## src/rtl/uart_pkg.sv

```systemverilog
// Shared UART definitions: parity modes, FSM state encoding and the parity helper.
// Both the buffered transmitter and the future receiver use this package.
package uart_pkg;

  localparam logic [1:0] PAR_NONE = 2'd0;
  localparam logic [1:0] PAR_ODD  = 2'd1;
  localparam logic [1:0] PAR_EVEN = 2'd2;

  typedef enum logic [2:0] {
    ST_IDLE  = 3'd0,
    ST_START = 3'd1,
    ST_DATA  = 3'd2,
    ST_PAR   = 3'd3,
    ST_STOP  = 3'd4
  } uart_state_e;

  // Payloads narrower than 9 bits are zero-extended; the extra zeros do not
  // change the XOR, so one helper covers every legal DATA_BITS.
  function automatic logic parity_bit(input logic [8:0] data, input logic [1:0] mode);
    logic p;
    p = ^data;
    case (mode)
      PAR_EVEN: parity_bit = p;
      PAR_ODD:  parity_bit = ~p;
      default:  parity_bit = 1'b0;
    endcase
  endfunction

endpackage

```

## src/rtl/uart_sync_fifo.sv

```systemverilog
// Small synchronous FIFO with occupancy count. Reads are taken from the head
// register combinationally so a pop and its data are available in one cycle.
module uart_sync_fifo #(
  parameter int WIDTH = 8,
  parameter int DEPTH = 4
) (
  input  logic                      clk,
  input  logic                      rst,
  input  logic                      push,
  input  logic [WIDTH-1:0]          push_data,
  input  logic                      pop,
  output logic [WIDTH-1:0]          pop_data,
  output logic                      full,
  output logic                      empty,
  output logic [$clog2(DEPTH):0]    count
);

  localparam int AW = $clog2(DEPTH);
  localparam int CW = AW + 1;

  logic [WIDTH-1:0] mem_r [DEPTH];
  logic [AW-1:0]    wr_ptr_r;
  logic [AW-1:0]    rd_ptr_r;
  logic [CW-1:0]    count_r;
  logic             push_ok_s;
  logic             pop_ok_s;

  assign full      = (count_r == CW'(DEPTH));
  assign empty     = (count_r == {CW{1'b0}});
  assign push_ok_s = push && !full;
  assign pop_ok_s  = pop && !empty;
  assign pop_data  = mem_r[rd_ptr_r];
  assign count     = count_r;

  // Storage array; contents need no reset because the pointers define validity.
  always_ff @(posedge clk) begin
    if (push_ok_s) begin
      mem_r[wr_ptr_r] <= push_data;
    end
  end

  // Pointers wrap naturally at DEPTH (power of two); count tracks push/pop.
  always_ff @(posedge clk) begin
    if (!rst) begin
      wr_ptr_r <= {AW{1'b0}};
      rd_ptr_r <= {AW{1'b0}};
      count_r  <= {CW{1'b0}};
    end else begin
      if (push_ok_s) begin
        wr_ptr_r <= wr_ptr_r + AW'(1);
      end
      if (pop_ok_s) begin
        rd_ptr_r <= rd_ptr_r + AW'(1);
      end
      case ({push_ok_s, pop_ok_s})
        2'b10:   count_r <= count_r + CW'(1);
        2'b01:   count_r <= count_r - CW'(1);
        default: count_r <= count_r;
      endcase
    end
  end

endmodule

```

## src/rtl/uart_tx_buffered.sv

```systemverilog
// Buffered UART transmitter: words enter a FIFO over valid/ready and are sent
// as start / data (LSB first) / optional parity / stop framed characters.
// The line output is registered, so tx follows the FSM state by one cycle.
module uart_tx_buffered
  import uart_pkg::*;
#(
  parameter int CLK_HZ     = 50_000_000,
  parameter int BAUD       = 115200,
  parameter int DATA_BITS  = 8,
  parameter int PARITY     = 0,
  parameter int STOP_BITS  = 1,
  parameter int FIFO_DEPTH = 4
) (
  input  logic                          clk,
  input  logic                          rst,
  input  logic [DATA_BITS-1:0]          tx_data,
  input  logic                          tx_valid,
  output logic                          tx_ready,
  output logic                          tx,
  output logic                          busy,
  output logic [$clog2(FIFO_DEPTH):0]   fifo_count
);

  localparam int             DIVISOR   = CLK_HZ / BAUD;
  localparam int             BW        = $clog2(DIVISOR);
  localparam logic [BW-1:0]  BAUD_LOAD = BW'(DIVISOR - 1);
  localparam logic [3:0]     LAST_DATA = 4'(DATA_BITS - 1);
  localparam logic [3:0]     LAST_STOP = 4'(STOP_BITS - 1);
  localparam logic [1:0]     PAR_MODE  = 2'(PARITY);

  uart_state_e            state_r, state_s;
  logic [BW-1:0]          baud_r, baud_s;
  logic [3:0]             bit_cnt_r, bit_cnt_s;
  logic [DATA_BITS-1:0]   shift_r, shift_s;
  logic                   par_r, par_s;
  logic                   tx_r;
  logic                   busy_r;
  logic                   rst_done_r;
  logic                   line_s;
  logic                   bit_end_s;
  logic                   pop_s;
  logic                   push_s;
  logic                   fifo_full_s;
  logic                   fifo_empty_s;
  logic [DATA_BITS-1:0]   fifo_head_s;

  // Ready is held low until the first edge out of reset, then reflects the
  // registered FIFO occupancy only.
  assign tx_ready  = rst_done_r && !fifo_full_s;
  assign push_s    = tx_valid && tx_ready;
  assign bit_end_s = (baud_r == {BW{1'b0}});
  assign tx        = tx_r;
  assign busy      = busy_r;

  uart_sync_fifo #(
    .WIDTH (DATA_BITS),
    .DEPTH (FIFO_DEPTH)
  ) u_fifo (
    .clk       (clk),
    .rst       (rst),
    .push      (push_s),
    .push_data (tx_data),
    .pop       (pop_s),
    .pop_data  (fifo_head_s),
    .full      (fifo_full_s),
    .empty     (fifo_empty_s),
    .count     (fifo_count)
  );

  // Next-state, datapath updates and line level for the current state.
  always_comb begin
    state_s   = state_r;
    baud_s    = baud_r;
    bit_cnt_s = bit_cnt_r;
    shift_s   = shift_r;
    par_s     = par_r;
    pop_s     = 1'b0;
    line_s    = 1'b1;
    case (state_r)
      ST_IDLE: begin
        line_s = 1'b1;
        if (!fifo_empty_s) begin
          pop_s     = 1'b1;
          shift_s   = fifo_head_s;
          par_s     = parity_bit(9'(fifo_head_s), PAR_MODE);
          bit_cnt_s = 4'd0;
          baud_s    = BAUD_LOAD;
          state_s   = ST_START;
        end else begin
          state_s   = ST_IDLE;
        end
      end
      ST_START: begin
        line_s = 1'b0;
        if (bit_end_s) begin
          baud_s    = BAUD_LOAD;
          bit_cnt_s = 4'd0;
          state_s   = ST_DATA;
        end else begin
          baud_s    = baud_r - BW'(1);
        end
      end
      ST_DATA: begin
        line_s = shift_r[0];
        if (bit_end_s) begin
          baud_s  = BAUD_LOAD;
          shift_s = shift_r >> 1;
          if (bit_cnt_r == LAST_DATA) begin
            bit_cnt_s = 4'd0;
            if (PAR_MODE != PAR_NONE) begin
              state_s = ST_PAR;
            end else begin
              state_s = ST_STOP;
            end
          end else begin
            bit_cnt_s = bit_cnt_r + 4'd1;
          end
        end else begin
          baud_s = baud_r - BW'(1);
        end
      end
      ST_PAR: begin
        line_s = par_r;
        if (bit_end_s) begin
          baud_s    = BAUD_LOAD;
          bit_cnt_s = 4'd0;
          state_s   = ST_STOP;
        end else begin
          baud_s    = baud_r - BW'(1);
        end
      end
      ST_STOP: begin
        line_s = 1'b1;
        if (bit_end_s) begin
          baud_s = BAUD_LOAD;
          if (bit_cnt_r == LAST_STOP) begin
            bit_cnt_s = 4'd0;
            // Chain straight into the next start bit when more data waits.
            if (!fifo_empty_s) begin
              pop_s   = 1'b1;
              shift_s = fifo_head_s;
              par_s   = parity_bit(9'(fifo_head_s), PAR_MODE);
              state_s = ST_START;
            end else begin
              state_s = ST_IDLE;
            end
          end else begin
            bit_cnt_s = bit_cnt_r + 4'd1;
          end
        end else begin
          baud_s = baud_r - BW'(1);
        end
      end
      default: begin
        line_s  = 1'b1;
        state_s = ST_IDLE;
      end
    endcase
  end

  // State and datapath registers; reset abandons any partial frame.
  always_ff @(posedge clk) begin
    if (!rst) begin
      state_r    <= ST_IDLE;
      baud_r     <= {BW{1'b0}};
      bit_cnt_r  <= 4'd0;
      shift_r    <= {DATA_BITS{1'b0}};
      par_r      <= 1'b0;
      tx_r       <= 1'b1;
      busy_r     <= 1'b0;
      rst_done_r <= 1'b0;
    end else begin
      state_r    <= state_s;
      baud_r     <= baud_s;
      bit_cnt_r  <= bit_cnt_s;
      shift_r    <= shift_s;
      par_r      <= par_s;
      tx_r       <= line_s;
      busy_r     <= (state_s != ST_IDLE);
      rst_done_r <= 1'b1;
    end
  end

endmodule

```

## config.mk

```make
export PLATFORM = sky130hd
export DESIGN_NAME = uart_tx_buffered
export DESIGN_NICKNAME = d
export VERILOG_FILES = /design/src/rtl/uart_pkg.sv /design/src/rtl/uart_sync_fifo.sv /design/src/rtl/uart_tx_buffered.sv
export SDC_FILE = /design/constraint.sdc
export NUM_CORES = 1
export LEC_CHECK = 0
export CAP_MARGIN = 30
export CELL_PAD_IN_SITES_DETAIL_PLACEMENT = 0
export CELL_PAD_IN_SITES_GLOBAL_PLACEMENT = 1
export CORE_UTILIZATION = 54
export CTS_BUF_LIST = sky130_fd_sc_hd__clkbuf_2 sky130_fd_sc_hd__clkbuf_4 sky130_fd_sc_hd__clkbuf_8
export CTS_CLUSTER_DIAMETER = 150
export CTS_CLUSTER_SIZE = 20
export DETAILED_ROUTE_END_ITERATION = 12
export HOLD_SLACK_MARGIN = 0.02
export PLACE_DENSITY_LB_ADDON = 0.1
export SLEW_MARGIN = 5
export SYNTH_ARGS = -nofsm -noshare
export SYNTH_HDL_FRONTEND = slang
export SYNTH_SLANG_ARGS = --single-unit
```

## constraint.sdc

```tcl
create_clock -name clk -period 6 [get_ports clk]
set_input_delay 1.2 -clock clk [delete_from_list [all_inputs] [get_ports clk]]
set_output_delay 1.2 -clock clk [all_outputs]
set_load 0.05 [all_outputs]
```

==> impl_results.md <==
* Final period util at 51.53%
* Reg power frac at 42.0%
* Final WL at 5.949 mm
* Crit path kind: register to output pin
* R2R Setup Slk at 3.05 ns
* 1st-pass router iterations at 4
* IO Port Bufs at 16
* Most frequent cell after synthesis: dfxtp_1
* Clock latency at the later pin of the worst-skew pair at 0.34 ns
* Worst hold path class: register to register
* Post-CTS Setup Bufs at 0
* Final hold vios at 0
* Area growth syn-to-layout at 10.81%
* Gate Count Post-Synth at 262
* Switching Share at 38.34%
* Fmax at 323.4 MHz
* CTS clock-pin slew for the worst setup and hold paths at 0.08 ns
* Largest net degree at the start of global routing at 25
* GRT Total Usage at 21.71%
* Num rows at 27
* Non-Filler Cell Area, Final at 0.003515 mm^2
* Status: finished, final reports clean
* Total Power at 1.526 mW
* Worst Setup Start Kind: register
* Ant diodes at 0
* Cell variety after synth at 58
* RSZ-0062 raised after global routing: false
* Antenna violations before repair at 0
* Initial Utilization at between 50% and 60%
* Layout Skew at 0.008885 ns
* Detailed Route Iter0 Violations at roughly 120
* Die Area at 0.006184 mm^2
* Worst path required time at 4.80 ns
* Area of the core at around 0.0056 mm^2
* Combinational Power Share at 35.9%
* Reg area at 0.001702 mm^2
* Post_cts resized at 0
* I/O pin cnt at 17
* DP HPWL at ~4 mm
* Maximum VDD drop at 255.2 uV
* RR Endpoint: u_fifo.count[2]
* Setup violators final at 0
* Multi-input logic area at 0.001334 mm^2
* Pins over their slew limit at 0
* Hold Buf Count CTS at 0
* CTS max path bufs at 2
* Hold Startpoint: par_r
* Post-DP Area at between 0.003 and 0.004 mm^2
* Post-layout net count at 295
* Post-synth EDFFs at 32
* Wire per inst at 16.95 um
* CTS Buf Count at 9
* Worst-margin pin slew at 0.8744 ns
* Proportion of layout cells with a drive suffix above 1 at 13.98%
* Hold Path End: par_r
* Worst r2r path cells at 11
* Worst path arrival time at roughly 1.9 ns
* Synthesized Nets at 283
* Hold Crit Depth at 2
* DRC Markers at 0
* Predominant post-synthesis flop cell: dfxtp_1
* Max-slew headroom at a little over two fifths
* Seq/Total Area, Yosys at between 50% and 60%
* CTS tree: built
* GPL Wtd Cong at 0.8074
* Clock group share of total power at 22.0%
* Post-synth top area cell: edfxtp_1
* Via Count at 2101
* Final setup TNS at 0 ns
* Vias in the first global route at 2007
* Die width at just under 80 um
* Final ANT Viol Nets at 0
* Synthesized cell area at ~0.0032 mm^2
* PwrDens at 434.1 mW/mm^2
* Async set-reset flop share out of synthesis at 0%
* Yosys reg bits at 69
* Area contributors post-synth: edfxtp_1 (30%), dfxtp_1 (23%), mux4_2 (5.7%), ha_1 (3.6%), a21oi_1 (3.3%)
* Cell internal pwr at around 0.94 mW
* Post-synth top cells: dfxtp_1 (37), edfxtp_1 (32), a21oi_1 (21)
* First-pass GRT wire length at 9.929 mm
* FF-to-FF Start: bit_cnt_r[0]
* Die height at slightly below 80 um
* Psw at approximately 0.59 mW
* Total gr overflow at 0
* CTS root buffer: clkbuf_8
* Post-synth top area share at between 30% and 40%
* Leakage power at 1.253 nW
* Maxcap violations at 0
* Crit-path max FO at 7
* Min Tclk post-route at 3.092 ns
* Endpoint type of the worst setup path: output pin
* DR vias/cell at 5.986
* Fillcell total at 494
* Syn Area/Cell at 12.11 um^2
* Htree depth at 3
* Synth warn at 0
* CTS Sinks at between 60 and 70
-- power by group through the flow --
stage / registers (mW) / logic [mW] / clock network [mW]
global route: 0.654 / 0.607 / 0.363
finish: 0.642 / 0.548 / 0.336
global placement: 0.649 / 0.535 / 0
CTS: 0.641 / 0.551 / 0.342
floorplan: 0.647 / 0.444 / 0
detailed placement: 0.651 / 0.547 / 0
-- placed cells by master (no fill, tap or decap), types with 3 or more instances in the layout --
| master | synthesis | routed |
|---|---|---|
| inv_1 | 14 | 14 |
| nand3_1 | 3 | 3 |
| or3_1 | 6 | 6 |
| a211oi_1 | 10 | 10 |
| mux2i_1 | 10 | 10 |
| mux4_2 | 8 | 8 |
| a21oi_1 | 21 | 21 |
| o211ai_1 | 3 | 3 |
| nor2_1 | 15 | 15 |
| a31oi_1 | 4 | 4 |
| clkbuf_8 | 0 | 9 |
| clkinv_4 | 0 | 4 |
| clkdlybuf4s50_1 | 0 | 16 |
| nand4_1 | 3 | 3 |
| or4_1 | 3 | 3 |
| and3_1 | 4 | 4 |
| nand2_1 | 8 | 8 |
| o21ai_0 | 8 | 8 |
| edfxtp_1 | 32 | 32 |
| ha_1 | 9 | 9 |
| xor2_1 | 5 | 5 |
| dfxtp_1 | 37 | 37 |
-- layer usage --
layer,global-route usage [%],routed length [um],part of all wire [%]
met4,8.704,78,1.3
met2,31.74,2802,47
met1,30.72,2841,48
met5,0,0,0
met3,5.581,227,3.8
-- critical path, cell delays in order (launching register included) --
cell             delay, ns
dfxtp_1               0.47
o31a_1                0.25
clkdlybuf4s50_1       0.83
-- metrics by stage --
stage	utilization (%)	std cells	hold slack, ns	setup slack, ns
3_5_place_dp	59.89	335	0.4356	2.661
2_1_floorplan	-	262	0.4099	3.206
5_1_grt	63.05	351	0.4772	2.804
3_3_place_gp	59.89	335	0.4337	2.738
4_1_cts	63.05	351	0.4464	2.886
6_report	63.05	351	0.4426	2.908
-- cell families after synthesis --
group / share of synthesized area [%]
xor gates and xnor gates: 1.657
muxes: 8.836
buffers and inverters: 4.299
AOI/OAI and AO/OA: 15.74
and+or+nand+nor: 11.64
DFF: 53.65
adders and majority gates: 4.182
-- sequential cells by signal (all words and copies together), names as in the netlist, 2 cells and up, named ones only --
| name | cells |
|---|---|
| state_r | 3 |
| u_fifo.wr_ptr_r | 2 |
| bit_cnt_r | 4 |
| baud_r | 9 |
| u_fifo.rd_ptr_r | 2 |
| shift_r | 8 |
| u_fifo.mem_r | 32 |
| u_fifo.count | 3 |
-- how the worst max path moves through the flow --
stage               cells past startpoint       startpoint         endpoint
finish                                  2  u_fifo.count[0]         tx_ready
global route                            3  u_fifo.count[2]         tx_ready
CTS                                     2  u_fifo.count[0]         tx_ready
detailed placement                      8         tx_valid  u_fifo.count[2]
global placement                        8         tx_valid  u_fifo.count[2]
floorplan                              10  u_fifo.count[0]  u_fifo.count[2]
-- cell type report --
| type | instances | share of cell area (%) |
|---|---|---|
| clock buffer | 9 | 3.524 |
| clock inverter | 7 | 1.495 |
| inverter | 14 | 1.495 |
| multi-input combinational | 164 | 37.95 |
| sequential | 69 | 48.42 |
| tap | 72 | 2.563 |
| timing repair buffer | 16 | 4.557 |
(Power assumes the default switching activity.)
